## src/rtl/sat_mul_pkg.sv

```systemverilog
// Shared types and helpers for the saturating shift-and-add multiplier.
package sat_mul_pkg;

    typedef enum logic [1:0] {
        IDLE,
        BUSY,
        DONE
    } state_t;

    // Widest accumulator the clamp helper handles; A_WIDTH+B_WIDTH and
    // OUT_WIDTH of any instance must not exceed this.
    localparam int unsigned CLAMP_W = 128;

    // Returns {sat, value}: sat is set when acc has any bit at or above
    // out_w, value is acc limited to out_w bits (all-ones when saturated).
    function automatic logic [CLAMP_W:0] sat_clamp(
        input logic [CLAMP_W-1:0] acc,
        input int unsigned        out_w
    );
        logic [CLAMP_W-1:0] mask;
        logic               sat;
        mask = '1;
        if (out_w < CLAMP_W) begin
            mask = ~({CLAMP_W{1'b1}} << out_w);
        end
        sat = |(acc & ~mask);
        return {sat, (sat ? mask : (acc & mask))};
    endfunction

endpackage

```

## src/rtl/sat_shift_add_mul.sv

```systemverilog
// Sequential unsigned multiplier, one multiplier bit per cycle, with the
// product clamped to OUT_WIDTH bits and valid/ready on both sides.
module sat_shift_add_mul
    import sat_mul_pkg::*;
#(
    parameter int unsigned A_WIDTH   = 32,
    parameter int unsigned B_WIDTH   = 8,
    parameter int unsigned OUT_WIDTH = 32
) (
    input  logic                 clk,
    input  logic                 reset,
    input  logic                 din_valid,
    output logic                 din_ready,
    input  logic [A_WIDTH-1:0]   din_a,
    input  logic [B_WIDTH-1:0]   din_b,
    output logic                 dout_valid,
    input  logic                 dout_ready,
    output logic [OUT_WIDTH-1:0] dout,
    output logic                 dout_sat
);

    localparam int unsigned ACC_W = A_WIDTH + B_WIDTH;
    localparam int unsigned CNT_W = $clog2(B_WIDTH + 1);

    state_t               state_q,    state_d;
    logic [ACC_W-1:0]     a_sh_q,     a_sh_d;
    logic [B_WIDTH-1:0]   b_sh_q,     b_sh_d;
    logic [ACC_W-1:0]     acc_q,      acc_d;
    logic [CNT_W-1:0]     cnt_q,      cnt_d;
    logic [OUT_WIDTH-1:0] dout_q,     dout_d;
    logic                 dout_sat_q, dout_sat_d;

    logic [ACC_W-1:0]     acc_step;
    logic [CLAMP_W:0]     clamp_res;
    logic                 clamp_unused;

    // State and datapath registers; reset wins over any handshake.
    always_ff @(posedge clk) begin
        if (reset) begin
            state_q    <= IDLE;
            a_sh_q     <= '0;
            b_sh_q     <= '0;
            acc_q      <= '0;
            cnt_q      <= '0;
            dout_q     <= '0;
            dout_sat_q <= 1'b0;
        end else begin
            state_q    <= state_d;
            a_sh_q     <= a_sh_d;
            b_sh_q     <= b_sh_d;
            acc_q      <= acc_d;
            cnt_q      <= cnt_d;
            dout_q     <= dout_d;
            dout_sat_q <= dout_sat_d;
        end
    end

    // Next-state and datapath update; the clamp sees the accumulator after
    // the current step so the final iteration lands in dout directly.
    always_comb begin
        state_d    = state_q;
        a_sh_d     = a_sh_q;
        b_sh_d     = b_sh_q;
        acc_d      = acc_q;
        cnt_d      = cnt_q;
        dout_d     = dout_q;
        dout_sat_d = dout_sat_q;

        acc_step     = acc_q + (b_sh_q[0] ? a_sh_q : '0);
        clamp_res    = sat_clamp(CLAMP_W'(acc_step), OUT_WIDTH);
        clamp_unused = |clamp_res[CLAMP_W-1:OUT_WIDTH];

        unique case (state_q)
            IDLE: begin
                if (din_valid) begin
                    a_sh_d  = ACC_W'(din_a);
                    b_sh_d  = din_b;
                    acc_d   = '0;
                    cnt_d   = '0;
                    state_d = BUSY;
                end
            end
            BUSY: begin
                acc_d  = acc_step;
                a_sh_d = a_sh_q << 1;
                b_sh_d = b_sh_q >> 1;
                cnt_d  = cnt_q + CNT_W'(1);
                if (cnt_q == CNT_W'(B_WIDTH - 1)) begin
                    dout_d     = clamp_res[OUT_WIDTH-1:0];
                    dout_sat_d = clamp_res[CLAMP_W];
                    state_d    = DONE;
                end
            end
            DONE: begin
                if (dout_ready) begin
                    state_d = IDLE;
                end
            end
            default: begin
                state_d = IDLE;
            end
        endcase
    end

    // Handshake outputs decode registered state only.
    always_comb begin
        din_ready  = (state_q == IDLE);
        dout_valid = (state_q == DONE);
        dout       = dout_q;
        dout_sat   = dout_sat_q;
    end

endmodule

```

## config.mk

```make
export PLATFORM = sky130hd
export DESIGN_NAME = sat_shift_add_mul
export DESIGN_NICKNAME = d
export VERILOG_FILES = /design/src/rtl/sat_mul_pkg.sv /design/src/rtl/sat_shift_add_mul.sv
export SDC_FILE = /design/constraint.sdc
export NUM_CORES = 1
export LEC_CHECK = 0
export CAP_MARGIN = 20
export CORE_MARGIN = 2
export CORE_UTILIZATION = 55
export DETAILED_ROUTE_END_ITERATION = 8
export GPL_TIMING_DRIVEN = 1
export PLACE_DENSITY = 0.76
export SLEW_MARGIN = 20
export SYNTH_ARGS = -nofsm -noshare
export SYNTH_HDL_FRONTEND = slang
export SYNTH_SLANG_ARGS = --single-unit
```

## constraint.sdc

```tcl
create_clock -name clk -period 4.4 [get_ports clk]
set_input_delay 0.66 -clock clk [delete_from_list [all_inputs] [get_ports clk]]
set_output_delay 0.66 -clock clk [all_outputs]
set_load 0.01 [all_outputs]
```

# After elaboration in Yosys (flattened, before gate mapping)
# Index checks and enable logic that the tools add are counted.
# Widths: inputs -> output; s select.
[totals] register_bits=127 latch_bits=0 mem_bits_rw=0 rom_bits=0 inputBits=44 out_inout_bits=35 elab_cells=35 mem_count=0
[classes] n_addsub=2 n_mul=0 div=0 order_cmp=0 n_eq_ne=6 shifts=0 mux=14 bitwise_logic=0 n_reduce_logical=6
[ops] operator="$pmux 40 s2" count=2
[ops] operator="$mux 40" count=3
[ops] operator="$add 40x40->40" count=1
[ops] operator="$mux 32" count=1
[ops] operator="$pmux 8 s2" count=1
[ops] operator="$mux 8" count=1
[ops] operator="$pmux 4 s2" count=1
[ops] operator="$reduce_or 8->1" count=1
[ops] operator="$mux 2" count=3
[ops] operator="$pmux 2 s3" count=1
[ops] operator="$add 4x1->4 const B" count=1
[ops] operator="$eq 4x3->1 const B" count=1
[ops] operator="$mux 4" count=1
[ops] operator="$ne 2x2->1 const B" count=2
[ops] operator="$reduce_and 2->1" count=2
[ops] operator="$reduce_and 3->1" count=1
[ops] operator="$eq 2x1->1 const B" count=1
[ops] operator="$eq 2x2->1 const B" count=1
[ops] operator="$logic_not 2->1" count=1
[ops] operator="$ne 2x1->1 const B" count=1
[ops] operator="$reduce_bool 2->1" count=1

# Longest topological paths before layout
# Gate-level depths: netlist of run 1.
[logic_depth] word_depth=4 depth_mapped=16 depth_no_buf=13

# Worst setup path after synthesis of run 1
# No wires, ideal clock.
[synth_timing] path_type="register to register" start="reg b_sh_q[0]" end="reg dout_q[0], in the netlist dout[0]" setup_time_ps=115 arrival_ps=3624 required_time_ps=4285 slack_ps=661 stages_incl_launch_ff=16 path_buffers=4 synth_period_minus_slack_ps=3739 cell_sequence="dfxtp_1 -> clkbuf_1 -> and2_1 -> ha_1 -> buf_6 -> a21oi_4 -> o21ai_2 -> a221o_1 -> o21a_1 -> or4_4 -> a222oi_1 -> nand4_1 -> or4_1 -> buf_6 -> buf_8 -> o21a_1"
[synth_via] elab_chain_cells=4
[synth_lines] element="start: declaration" line="sat_shift_add_mul.sv:27" text="logic [B_WIDTH-1:0] b_sh_q, b_sh_d;"
[synth_lines] element="start signal: assignment" line="sat_shift_add_mul.sv:50" text="b_sh_q <= b_sh_d;"
[synth_lines] element="$mux 40 *" line="sat_shift_add_mul.sv:69" text="acc_step = acc_q + (b_sh_q[0] ? a_sh_q : '0);"
[synth_lines] element="$add 40x40->40 *" line="sat_shift_add_mul.sv:69"
[synth_lines] element="$reduce_or 8->1" line="sat_mul_pkg.sv:26" text="sat = |(acc & ~mask);"
[synth_lines] element="$mux 32 *" line="sat_mul_pkg.sv:27" text="return {sat, (sat ? mask : (acc & mask))};"
[synth_lines] element="end signal: assignment" line="sat_shift_add_mul.sv:53" text="dout_q <= dout_d;"
[synth_lines] element="end: declaration" line="sat_shift_add_mul.sv:30" text="logic [OUT_WIDTH-1:0] dout_q, dout_d;"
# Every way passes the cells marked *; elsewhere a longest branch is shown, timed or not.
# A chain may end at the register's enable or synchronous reset.

# Final worst setup path of run 1
[layout_timing] start="reg b_sh_q[0]" end="reg dout_q[31], in the netlist dout[31]"
# Same word-level chain as after synthesis.

==> impl_metrics.py, run 1 <==
metrics = {
    "status": {
        "status": "finished clean",
    },
    "run": {
        "cap_violations": 0,
    },
    "finish": {
        "final_layout_size_suffix_gt1_frac": 0.0626,
        "final_nets": 1174,
        "antennaDiodeCount": 0,
        "finalNonFillerCells": 1282,
        "area_delta_synth_final_pct": 17.7,
    },
    "clock_tree": {
        "numClockSinks": 127,
        "cts_tree": "done",
        "clockBufferDepth": 2,
        "clk_latency_ns": 0.43,
        "post_cts_resize_count": 0,
        "cts.repair_timing.setup_buffer_count": 0,
        "path_clk_slew_ns": 0.06,
        "numCtsBuffers": 17,
        "root_buffer": "clkbuf_16",
        "htree_levels": 4,
        "hold_buffers": 0,
    },
    "die": {
        "num_rows": 43,
        "core-area_um2": 13900,
        "ios": 79,
        "die_y_um": 123,
        "dieArea_um2": 15200,
        "initial_core_util": 0.565,
        "die_w_um": 123,
    },
    "global_route": {
        "use_met3": 0.0632,
        "grt_pass1_wl_um": 34000,
        "grt_use_met1": 0.367,
        "grt_max_degree": 72,
        "use_met2": 0.465,
        "antenna_found_initial": 0,
        "grt_usage": 0.285,
        "grt_pass1_vias": 6873,
        "grt-ovfl-total": 0,
        "busiest_layer": "met2",
    },
    "route": {
        "antenna_left": 0,
        "vias": 7394,
        "wl_per_cell_um": 16.1,
        "drc_errors": 0,
        "drt_iter0_drc": 466,
        "first_pass_iters": 5,
        "wl_um": 20600,
        "viasPerCell": 5.77,
    },
    "synth": {
        "yosysSeqAreaShare": 0.324,
        "synth_xor_area_frac": 0.0324,
        "ys_ff_latch": 127,
        "synth_compound_area_frac": 0.228,
        "synth_fa_ha_area_frac": 0.0664,
        "ys.flop_type": "dfxtp_1",
        "yosys.area_share.simple": 0.298,
        "syn-mean-instance-area_um2": 7.46,
        "synth_mux_area_frac": 0.00255,
        "yosysUniqueCellTypes": 70,
        "synth_nets": 1136,
        "synth-edff-count": 0,
        "synth_top_area_share": 0.324,
        "ys.warnings.count": 0,
        "syn_inst": 1051,
        "synth_area_um2": 7840,
        "async_flop_share": 0,
        "synth_top_family_by_area": "simple AND/OR/NAND/NOR gates",
        "ys_top_cells_by_area": "dfxtp_1, nor2_1, ha_1, a21oi_1, a22oi_1",
        "synth_top_area_cell": "dfxtp_1",
    },
    "power": {
        "power.leakage_nw": 3.82,
        "powerDensity_nw_per_um2": 326,
        "ir_drop_v": 0.000262,
        "p_total_mw": 3.01,
    },
    "worst_setup_path": {
        "ff2ff_setup_slack_ns": 0.38,
        "worstSetupEndpoint": "dout[31]",
        "slowest_delay_ns": 0.51,
        "reg2reg_to": "dout[31]",
        "crit_top_cell": "buf_4",
        "critPathSlowestCell": "or4_1",
        "path_cells": "buf_4 > and2_1 > ha_1 > inv_1 > fa_1 > nor2b_1 > o2111ai_1 > a21o_1 > a2111oi_1 > o21ai_0 > a222oi_1 > nand4_1 > or4_1 > buf_4 > o21a_1",
        "worst_r2r_startpoint": "b_sh_q[0]",
        "cp.required_ns": 4.71,
        "worstPathMaxFanout": 20,
        "start_kind": "register",
        "path_class": "register to register",
        "endpoint_kind": "register",
        "reg2reg_depth": 15,
        "worstSetupStartpoint": "b_sh_q[0]",
        "cp.arrival_ns": 4.33,
    },
    "placed_design": {
        "portBuffers": 78,
        "dp_hpwl_um": 14600,
        "gp_congestion": 0.944,
        "dp_cells": 1250,
        "dp_slack_ns": 0.430,
    },
    "sta": {
        "maxSlewHeadroom": 0.282,
        "period_needed_ns": 4.02,
        "fin_setup_tns_ns": 0,
        "finalSetupViolCount": 0,
        "min_period_over_period": 0.913,
        "fmax_ghz": 0.249,
        "maxSlewViolCount": 0,
        "hold_viol_final": 0,
        "rsz0062_at_grt": "no",
        "skew_ns": 0.00905,
        "layout_setup_ws_ns": 0.383,
        "tightest_slew_ns": 1.08,
    },
    "worst_hold_path": {
        "whs_path_depth": 2,
        "min_path_type": "register to register",
    },
}
[per-layer routing]
metal,share of wire,vias up
met5,0,-
met4,0.024,0
met3,0.053,36
met2,0.46,216
met1,0.46,3410
li1,-,3732
[worst min-delay path by stage]
stage	start	slack [ns]	end
6_report	acc_q[38]	0.46	acc_q[38]
5_1_grt	acc_q[25]	0.50	acc_q[25]
4_1_cts	acc_q[38]	0.46	acc_q[38]
3_5_place_dp	acc_q[38]	0.45	acc_q[38]
3_3_place_gp	acc_q[38]	0.45	acc_q[38]
2_1_floorplan	acc_q[25]	0.44	acc_q[25]
[flip-flops by register name, summed over array words and instances, names as in the netlist]
signal and count:
acc_q 40, b_sh_q 8, cnt_q 4, a_sh_q 40, dout 32, dout_sat 1
state_q 2
[placed cells by master, fill, tap and decap left out, types with 13 or more instances in the layout]
cell	n
ha_1	40
nor2b_1	43
nor2_1	262
o21a_1	40
a22oi_1	43
o21ai_0	30
xor2_1	13
and2_1	43
clkdlybuf4s50_1	77
nor3_1	44
a21oi_1	91
xnor2_1	16
clkbuf_16	17
nand2_1	52
nand4_1	16
dfxtp_1	126
buf_4	16
[through the flow]
stage / util / area (µm²) / hold slack, ns
6_report: 0.665 / 9230 / 0.464
3_5_place_dp: 0.620 / 8610 / 0.455
4_1_cts: 0.665 / 9230 / 0.463
5_1_grt: 0.665 / 9230 / 0.498
2_1_floorplan: - / 7840 / 0.441
3_3_place_gp: 0.620 / 8610 / 0.452
[logic make-up after synthesis]
kind of cell | Yosys count
flip-flops | 127
adder cells (fa/ha/maj) | 41
multiplexers | 2
AND/OR/NAND/NOR | 503
XOR/XNOR | 29
buffers and inverters | 81
AO/OA/AOI/OAI | 268
[worst max-delay path: cells and delay by family (launching register included)]
| kind | cells | cell delay, ns |
|---|---|---|
| simple gates | 4 | 0.98 |
| compound gates | 6 | 1.49 |
| fa+ha+maj | 2 | 0.59 |
| buf+inv | 3 | 0.51 |
| flops | 1 | 0.32 |
[cell type report]
class | count | area (µm²)
clock buffers | 19 | 443
repair buffers | 93 | 891
well taps | 180 | 225
multi-input cells | 843 | 4920
inverters | 7 | 26.3
clock inverters | 13 | 175
fillers | 1210 | 4650
flip-flops and latches | 127 | 2540
[synth_stat cells, types with 16 or more instances]
master,n
nor2b_1,44
clkbuf_1,58
nand4_1,16
and2_1,43
dfxtp_1,127
ha_1,40
nor2_1,263
a22oi_1,43
nor3_1,44
xnor2_1,16
a21oi_1,91
o21a_1,40
o21ai_0,30
nand2_1,52
[where the power goes]
group          total (mW)  leakage [nW]  internal [mW]  switching [mW]
Combinational       0.306          2.49          0.128           0.179
Sequential           1.23          1.03           1.19          0.0390
Clock                1.47         0.296          0.919           0.553
Note: power is estimated with default switching activity, not from simulation.
==> inputs of run 2 (changes only) <==
- HOLD_SLACK_MARGIN: default -> 0.05
==> results of run 2 <==
Same layout as run 1: the final DEF is identical, and so are final timing and power.
==> inputs of run 3 (changes only) <==
- GPL_TIMING_DRIVEN: 1 -> 0
- clock period: 4.4 -> 4.36 ns (I/O delays scaled with it)
==> run 3 against run 2 <==
  * Sequential cell count is the same
  * Utilization is 2.2 points higher
  * Maximum frequency is 4.4% lower
==> impl_metrics.py, run 3 (synthesis results as in run 1) <==
metrics = {
    "sta": {
        "min_period_over_period": 0.963,
        "fmax_ghz": 0.238,
        "period_needed_ns": 4.20,
        "maxSlewViolCount": 0,
        "fin_setup_tns_ns": 0,
        "finalSetupViolCount": 0,
        "skew_ns": 0.00958,
        "tightest_slew_ns": 0.740,
        "maxSlewHeadroom": 0.507,
        "hold_viol_final": 0,
        "rsz0062_at_grt": "no",
    },
    "clock_tree": {
        "post_cts_resize_count": 7,
        "path_clk_slew_ns": 0.06,
        "numClockSinks": 127,
        "root_buffer": "clkbuf_16",
        "hold_buffers": 0,
        "cts.repair_timing.setup_buffer_count": 0,
        "htree_levels": 4,
        "clockBufferDepth": 2,
        "clk_latency_ns": 0.43,
        "cts_tree": "done",
        "numCtsBuffers": 17,
    },
    "worst_hold_path": {
        "min_path_type": "register to register",
        "hold-path-endpoint": "acc_q[38]",
        "whs_path_depth": 2,
        "min-delay-start": "acc_q[38]",
    },
    "worst_setup_path": {
        "path_cells": "clkbuf_4 > and2_1 > ha_1 > inv_1 > fa_1 > nor2b_1 > o2111ai_2 > a21o_1 > a21o_1 > a311o_2 > o211ai_1 > nand4_1 > or4_1 > buf_6 > buf_8 > o21a_1",
        "worstSetupStartpoint": "b_sh_q[0]",
        "crit_top_cell": "a21o_1",
        "ff2ff_setup_slack_ns": 0.16,
        "cp.required_ns": 4.68,
        "path_class": "register to register",
        "slowest_delay_ns": 0.52,
        "endpoint_kind": "register",
        "worst_r2r_startpoint": "b_sh_q[0]",
        "reg2reg_depth": 16,
        "worstPathMaxFanout": 10,
        "critPathSlowestCell": "or4_1",
        "reg2reg_to": "dout[20]",
        "start_kind": "register",
        "cp.arrival_ns": 4.52,
    },
    "route": {
        "first_pass_iters": 6,
        "wl_um": 23100,
        "drc_errors": 0,
        "viasPerCell": 5.95,
        "wl_per_cell_um": 17.2,
        "antenna_left": 0,
        "vias": 7968,
        "drt_iter0_drc": 673,
    },
    "finish": {
        "final_nets": 1231,
        "mostFrequentLayoutCells": "nor2_1, dfxtp_1, a21oi_1",
        "final_common_cell": "nor2_1",
        "fillers": 1212,
        "multiInputGateArea_um2": 4960,
        "final_layout_size_suffix_gt1_frac": 0.0656,
        "area_delta_synth_final_pct": 21.6,
        "fin_util": 0.687,
        "antennaDiodeCount": 0,
        "regArea_um2": 2540,
    },
    "die": {
        "num_rows": 43,
        "core-area_um2": 13900,
        "die_w_um": 123,
        "die_y_um": 123,
        "initial_core_util": 0.565,
        "dieArea_um2": 15200,
        "ios": 79,
    },
    "run": {
        "cap_violations": 0,
    },
    "status": {
        "status": "finished clean",
    },
    "global_route": {
        "antenna_found_initial": 0,
        "grt_pass1_vias": 7357,
        "grt_usage": 0.310,
        "grt_pass1_wl_um": 36500,
        "grt_max_degree": 17,
        "grt-ovfl-total": 0,
    },
    "placed_design": {
        "dp_hpwl_um": 16900,
        "portBuffers": 76,
        "gp_congestion": 0.947,
    },
    "power": {
        "powerDensity_nw_per_um2": 328,
        "ir_drop_v": 0.000266,
        "p_total_mw": 3.13,
        "power.leakage_nw": 3.92,
    },
}
run 3: worst max-delay path, delay by kind of cell, from the launching register on:
kind | cells | cell delay [ns]
and+or+nand+nor | 4 | 1.05
buffers and inverters | 4 | 0.60
adders and majority gates | 2 | 0.60
AOI/OAI and AO/OA | 6 | 1.44
DFF | 1 | 0.39
run 3: layout make-up:
type / instances / area share
plain buffers: 74 / 0.0383
well taps: 180 / 0.0236
inverters: 7 / 0.00276
flip-flops and latches: 127 / 0.267
multi-input cells: 843 / 0.520
clock buffers: 20 / 0.0490
clock inverters: 12 / 0.0193
repair buffers: 76 / 0.0798
run 3: through the flow:
| step | worst slack (ns) | hold WS [ns] | instances | area, µm² |
|---|---|---|---|---|
| detailed placement | -0.287 | 0.457 | 1307 | 8830 |
| CTS | 0.00776 | 0.466 | 1339 | 9500 |
| floorplan | 0.621 | 0.441 | 1051 | 7840 |
| global placement | -0.286 | 0.450 | 1307 | 8830 |
| global route | 0.0337 | 0.479 | 1339 | 9530 |
| finish | 0.160 | 0.465 | 1339 | 9530 |
run 3: worst max-delay path by stage:
stage | to | cells past startpoint
detailed placement | dout[10] | 16
CTS | dout[20] | 15
finish | dout[20] | 16
global placement | dout[10] | 16
floorplan | dout[0] | 15
global route | dout[30] | 15
run 3: metal layers:
layer	global-route usage	routed length (µm)	vias up
met4	0.119	728	0
met2	0.509	10800	298
met1	0.394	10100	3746
met3	0.0724	1510	69
met5	0	0	-
li1	-	-	3855
run 3: power breakdown:
group | switching (mW) | internal (mW) | leakage [nW]
combinational | 0.208 | 0.135 | 2.57
sequential | 0.0305 | 1.20 | 1.03
clock | 0.552 | 1.00 | 0.312
total | 0.790 | 2.34 | 3.92
